==> config.mk <==
export PLATFORM = sky130hd
export DESIGN_NAME = wireframe_sequencer
export DESIGN_NICKNAME = d
export VERILOG_FILES = /design/src/rtl/wireframe_sequencer.sv
export SDC_FILE = /design/constraint.sdc
export NUM_CORES = 1
export LEC_CHECK = 0
export ABC_AREA = 1
export BUFFER_PORTS_ARGS = -buffer_cell sky130_fd_sc_hd__buf_4
export CAP_MARGIN = 10
export CELL_PAD_IN_SITES_DETAIL_PLACEMENT = 1
export CELL_PAD_IN_SITES_GLOBAL_PLACEMENT = 1
export CORE_UTILIZATION = 45
export CTS_CLUSTER_SIZE = 8
export DETAILED_ROUTE_END_ITERATION = 16
export PLACE_DENSITY_LB_ADDON = 0.1
export RECOVER_POWER = 25
export SYNTH_ARGS = -nofsm -noshare
export SYNTH_HDL_FRONTEND = slang
export SYNTH_SLANG_ARGS = --single-unit
==> constraint.sdc <==
create_clock -name clk -period 10.2 [get_ports clk]
set_clock_uncertainty 0.05 [all_clocks]
set_input_delay 1.53 -clock clk [delete_from_list [all_inputs] [get_ports clk]]
set_output_delay 1.53 -clock clk [all_outputs]
set_load 0.005 [all_outputs]
==> src/rtl/wireframe_sequencer.sv <==
// wireframe_sequencer: command FIFO + edge sequencer in front of the Bresenham line drawer.
// Ports: clk/rst (async, active-high); cmd_valid/cmd_ready/cmd_mode/cmd_data command input
// ({v2y,v2x,v1y,v1x,v0y,v0x}); flush drops queued work; drw_* endpoints and drw_start/drw_busy
// drawer handshake; busy, fifo_level, edges_drawn, edges_skipped, timeouts status.
module wireframe_sequencer #(
    parameter int FIFO_DEPTH  = 4,
    parameter int ACK_TIMEOUT = 256,
    parameter int START_GAP   = 2
) (
    input  logic                          clk,
    input  logic                          rst,
    input  logic                          cmd_valid,
    output logic                          cmd_ready,
    input  logic                          cmd_mode,
    input  logic [95:0]                   cmd_data,
    input  logic                          flush,
    output logic [15:0]                   drw_x0,
    output logic [15:0]                   drw_y0,
    output logic [15:0]                   drw_x1,
    output logic [15:0]                   drw_y1,
    output logic                          drw_start,
    input  logic                          drw_busy,
    output logic                          busy,
    output logic [$clog2(FIFO_DEPTH):0]   fifo_level,
    output logic [31:0]                   edges_drawn,
    output logic [15:0]                   edges_skipped,
    output logic [15:0]                   timeouts
);
    localparam int AW = $clog2(FIFO_DEPTH);
    localparam int TW = $clog2(ACK_TIMEOUT + 1);
    localparam int GW = $clog2(START_GAP + 1);

    typedef enum logic [2:0] {IDLE, LOAD, EDGE, ISSUE, WAIT_ACK, WAIT_DONE, GAP} state_t;

    state_t        state_q;
    logic [96:0]   mem_q [FIFO_DEPTH];
    logic [AW-1:0] wr_q, rd_q;
    logic [AW:0]   cnt_q;
    logic [96:0]   work_q;
    logic [1:0]    idx_q, ecnt_q;
    logic          seen_q;
    logic [TW-1:0] tmr_q;
    logic [GW-1:0] gap_q;
    logic          push, pop, last;
    logic [15:0]   ex0, ey0, ex1, ey1;

    always_comb begin
        cmd_ready  = cnt_q != (AW+1)'(FIFO_DEPTH);
        fifo_level = cnt_q;
        push       = cmd_valid & cmd_ready & ~flush;
        pop        = state_q == IDLE && cnt_q != '0 && !flush;
        // a flush in the current cycle ends the command just like one seen earlier
        last       = idx_q + 2'd1 == ecnt_q || seen_q || flush;
        ex0 = idx_q == 2'd0 ? work_q[15:0]  : idx_q == 2'd1 ? work_q[47:32] : work_q[79:64];
        ey0 = idx_q == 2'd0 ? work_q[31:16] : idx_q == 2'd1 ? work_q[63:48] : work_q[95:80];
        ex1 = idx_q == 2'd0 ? work_q[47:32] : idx_q == 2'd1 ? work_q[79:64] : work_q[15:0];
        ey1 = idx_q == 2'd0 ? work_q[63:48] : idx_q == 2'd1 ? work_q[95:80] : work_q[31:16];
    end

    always_ff @(posedge clk) begin
        if (push) mem_q[wr_q] <= {cmd_mode, cmd_data};
    end

    always_ff @(posedge clk or posedge rst) begin
        if (rst) begin
            wr_q  <= '0;
            rd_q  <= '0;
            cnt_q <= '0;
        end else if (flush) begin
            wr_q  <= '0;
            rd_q  <= '0;
            cnt_q <= '0;
        end else begin
            if (push) wr_q <= wr_q + 1'b1;
            if (pop) rd_q <= rd_q + 1'b1;
            cnt_q <= cnt_q + (AW+1)'(push) - (AW+1)'(pop);
        end
    end

    always_ff @(posedge clk or posedge rst) begin
        if (rst) begin
            state_q       <= IDLE;
            work_q        <= '0;
            idx_q         <= '0;
            ecnt_q        <= '0;
            seen_q        <= 1'b0;
            tmr_q         <= '0;
            gap_q         <= '0;
            drw_x0        <= '0;
            drw_y0        <= '0;
            drw_x1        <= '0;
            drw_y1        <= '0;
            drw_start     <= 1'b0;
            busy          <= 1'b0;
            edges_drawn   <= '0;
            edges_skipped <= '0;
            timeouts      <= '0;
        end else begin
            busy <= push || cnt_q != '0 || state_q != IDLE;
            if (flush && state_q != IDLE) seen_q <= 1'b1;
            case (state_q)
                IDLE: if (pop) begin
                    work_q  <= mem_q[rd_q];
                    seen_q  <= 1'b0;
                    state_q <= LOAD;
                end
                LOAD: begin
                    idx_q   <= '0;
                    ecnt_q  <= work_q[96] ? 2'd3 : 2'd1;
                    state_q <= EDGE;
                end
                EDGE: if (ex0 == ex1 && ey0 == ey1) begin
                    // zero-length edges would never terminate in the drawer
                    edges_skipped <= edges_skipped + 16'd1;
                    idx_q         <= idx_q + 2'd1;
                    state_q       <= last ? IDLE : EDGE;
                end else begin
                    drw_x0  <= ex0;
                    drw_y0  <= ey0;
                    drw_x1  <= ex1;
                    drw_y1  <= ey1;
                    state_q <= ISSUE;
                end
                ISSUE: begin
                    drw_start <= 1'b1;
                    tmr_q     <= '0;
                    state_q   <= WAIT_ACK;
                end
                WAIT_ACK: if (drw_busy) begin
                    drw_start <= 1'b0;
                    state_q   <= WAIT_DONE;
                end else if (tmr_q == TW'(ACK_TIMEOUT - 1)) begin
                    drw_start <= 1'b0;
                    timeouts  <= timeouts + {15'd0, timeouts != 16'hFFFF};
                    gap_q     <= '0;
                    state_q   <= GAP;
                end else begin
                    tmr_q <= tmr_q + 1'b1;
                end
                WAIT_DONE: if (!drw_busy) begin
                    edges_drawn <= edges_drawn + 32'd1;
                    gap_q       <= '0;
                    state_q     <= GAP;
                end
                GAP: if (gap_q == GW'(START_GAP - 1)) begin
                    idx_q   <= idx_q + 2'd1;
                    state_q <= last ? IDLE : EDGE;
                end else begin
                    gap_q <= gap_q + 1'b1;
                end
                default: state_q <= IDLE;
            endcase
        end
    end
endmodule

==> summary.txt <==
DR pass1 iterations: 7
Seq pwr share: 0.394
Slew Limit Fails: 0
Final WS setup: 5220 ps
Filler cells: 6649
Clk buf depth: 3
Port Buf Inserts: 235
Worst EP required: 10620 ps
Seq cells post-synth: 641
Clock root cell: clkbuf_16
Hold Buf Count CTS: 0
RSZ-0062 raised after global routing: no
Combinational share of power: 0.302
Placed cell count: 3635
Clock-pin slew of the registers on the worst-case setup and hold paths: 50 ps
Drt wl/cell: 21.9 µm
Post-synthesis cell type count: 38
Share of layout cells above drive strength 1: 0.0958
P&R area growth vs syn: 16.7%
ANT nets after route: 0
Fmax: 0.201 GHz
CP dominant cell by count: nand2_1
Max incr delay on CP: 820 ps
Sequential share of the synthesized area: 0.657
Cell area after synthesis: 27400 µm²
WS Path Type: reg -> reg
CP arrival: 5400 ps
Worst setup EP type: register
Pint: 5640 µW
Maximum vdd ir drop: 0.000162 V
Num Clock Sinks: 641
# DRC: 0
I/O pin total: 236
Switching Fraction: 0.372
Avg Vias per Cell: 5.48
Sw Pwr: 3340 µW
Initial core utilization: 0.455
Final instance area: 31900 µm²
WP buf/inv: 5
Area post-placement: 29800 µm²
Most frequent cells in the layout: nand2_1, edfxtp_1, o21ai_0, nor2_1, dfrtp_1
Hold Fails Final Rpt: 0
Headroom to the max-slew limit: 0.295
Pwr per Cell Area: 281 nW/µm²
Largest net degree at the start of global routing: 124
Antenna cell count: 0
Status: finished, final reports clean
Initial antenna violation count: 2
Final WL: 82500 µm
Mapped Nets: 2847
Clock group share of total power: 0.304
Place WS: 5270 ps
Number of global-route vias before repair: 21.6k
Global-route wire length before repair: 128000 µm
H-tree depth: 3
Post-route clock period utilization: 0.489
GRT Residual Overflow: 0
CTS Buf Count: 90
# setup viols final: 0
Fin crit period: 4980 ps
Synthesized area per cell: 10.0 µm²
Final nets: 3063
Clk_lat worst skew: 650 ps
Max_cap viols: 0
Post-CTS resize count: 0
Syn Inst Count: 2729
Initial DRC count: 1301
Final Non-Filler Cells: 3767
Most common cell after layout, fill and taps aside: nand2_1
CP top delay family: buffers and inverters
DIE WIDTH: 249 µm
Std cell rows: 90
Die height: 249 µm
GRT Overall Usage: 0.270
Hold crit path type: reg -> reg
Placed wire-length estimate: 54700 µm
Leakage power: 0.0133 µW
Core Area: 60200 µm²
Max Fanout on Critical Path: 81
Worst-margin pin slew: 1060 ps
Post-CTS setup buffer count: 0
Fin Setup TNS: 0 ps
CTS tree: built
Crit path cell chain: inv_1, ha_2, buf_4, inv_2, buf_4, nand3_1, nand2_1, nand2_1, nand2_1, nand2_1, nor2_1, nand2_1, nor2_1, nand2_1, nand2_4, buf_4, o21ai_0
Vias post-DR: 20.7k
CP Launch Type: register
Yosys warnings: 0
Routability cong.: 0.854
Die footprint: 61800 µm²
Slowest CP cell: inv_2
[cell families after synthesis]
logic type                 share of synthesized area
AOI/OAI and AO/OA                             0.0895
xor gates and xnor gates                      0.0189
adders and majority gates                    0.00758
buffers and inverters                         0.0468
DFF                                            0.657
and+or+nand+nor                                0.181
[path summary, 6_finish.rpt]
kind	from	endpoint	cells after the start	slack, ps
hold / removal	idx_q[1]	idx_q[1]	2	430
min in group asynchronous	rst	timeouts[9]	2	1020
setup reg to reg	idx_q[0]	drw_x1[2]	17	5220
hold reg to reg	idx_q[1]	idx_q[1]	2	430
setup / recovery	idx_q[0]	drw_x1[2]	17	5220
max in group asynchronous	rst	drw_y0[1]	3	7400
[worst reg2reg max path, stage by stage (launching register included)]
cell and delay (ps):
dfrtp_1 410, inv_1 90, ha_2 180, buf_4 260, inv_2 830, buf_4 620
nand3_1 160, nand2_1 130, nand2_1 70, nand2_1 90, nand2_1 60, nor2_1 120
nand2_1 90, nor2_1 220, nand2_1 140, nand2_4 310, buf_4 740, o21ai_0 270
[power by group through the flow]
stage          Sequential (µW)  Combinational (µW)  Clock (µW)
2_1_floorplan             3430                1740           0
4_1_cts                   3540                2750        2790
6_report                  3540                2710        2730
3_5_place_dp              3580                2720           0
3_3_place_gp              3560                2620           0
5_1_grt                   3580                3050        2870
[registers in the layout, summed over array words and instances, names as in the netlist, 2 cells and up]
signal and flops:
state_q 3, fifo_level 3, work_q 97, gap_q 2
drw_x0 16, rd_q 2, drw_y1 16, wr_q 2
edges_skipped 16, edges_drawn 32, ecnt_q 2, mem_q 388
idx_q 2, drw_y0 16, timeouts 16, drw_x1 16
tmr_q 9
[metrics by stage]
step,util,hold WS (ps),total power (µW)
3_3_place_gp,0.494,405,6180
3_5_place_dp,0.494,430,6300
4_1_cts,0.536,443,9080
6_report,0.530,433,8980
2_1_floorplan,-,392,5170
5_1_grt,0.530,454,9500
[cell usage after synthesis (all sizes together)]
| library cell | instances | area [µm²] |
|---|---|---|
| a31oi | 1 | 6.26 |
| nand3 | 120 | 601 |
| clkinv | 3 | 11.3 |
| nor3b | 1 | 7.51 |
| or4 | 1 | 7.51 |
| or2 | 5 | 31.3 |
| dfrtp | 253 | 6330 |
| buf | 50 | 299 |
| clkbuf | 86 | 323 |
| o21ai | 354 | 1770 |
| nor2 | 274 | 1040 |
| edfxtp | 388 | 11700 |
| o2111ai | 1 | 8.76 |
| nand4 | 20 | 125 |
| inv | 172 | 648 |
| ha | 15 | 188 |
| o22ai | 97 | 607 |
| nand2 | 783 | 2940 |
| nor3 | 23 | 115 |
| and3 | 2 | 12.5 |
| fa | 1 | 20.0 |
| nor4 | 7 | 43.8 |
| o31ai | 1 | 7.51 |
| a21oi | 8 | 40.0 |
| xnor2 | 24 | 210 |
| nand3b | 3 | 22.5 |
| xor2 | 35 | 307 |
| a221oi | 1 | 8.76 |
[metal layers]
layer | routed length (µm) | part of all wire | GRT usage | up-vias
met5 | 12 | 0.00015 | 0 | -
met2 | 40100 | 0.49 | 0.447 | 451
met1 | 36600 | 0.44 | 0.363 | 10478
li1 | - | - | - | 9601
met4 | 2420 | 0.029 | 0.0935 | 2
met3 | 3330 | 0.040 | 0.0389 | 129
[cell type report]
| cell class | instances | area (µm²) | area share |
|---|---|---|---|
| Clock buffer | 126 | 2410 | 0.0754 |
| Clock inverter | 6 | 128 | 0.00399 |
| Inverter | 175 | 672 | 0.0210 |
| Multi-Input combinational cell | 1777 | 8170 | 0.256 |
| Sequential cell | 641 | 18000 | 0.563 |
| Tap cell | 782 | 978 | 0.0306 |
| Timing Repair Buffer | 260 | 1610 | 0.0503 |
Power figures use the tool's default switching activity.
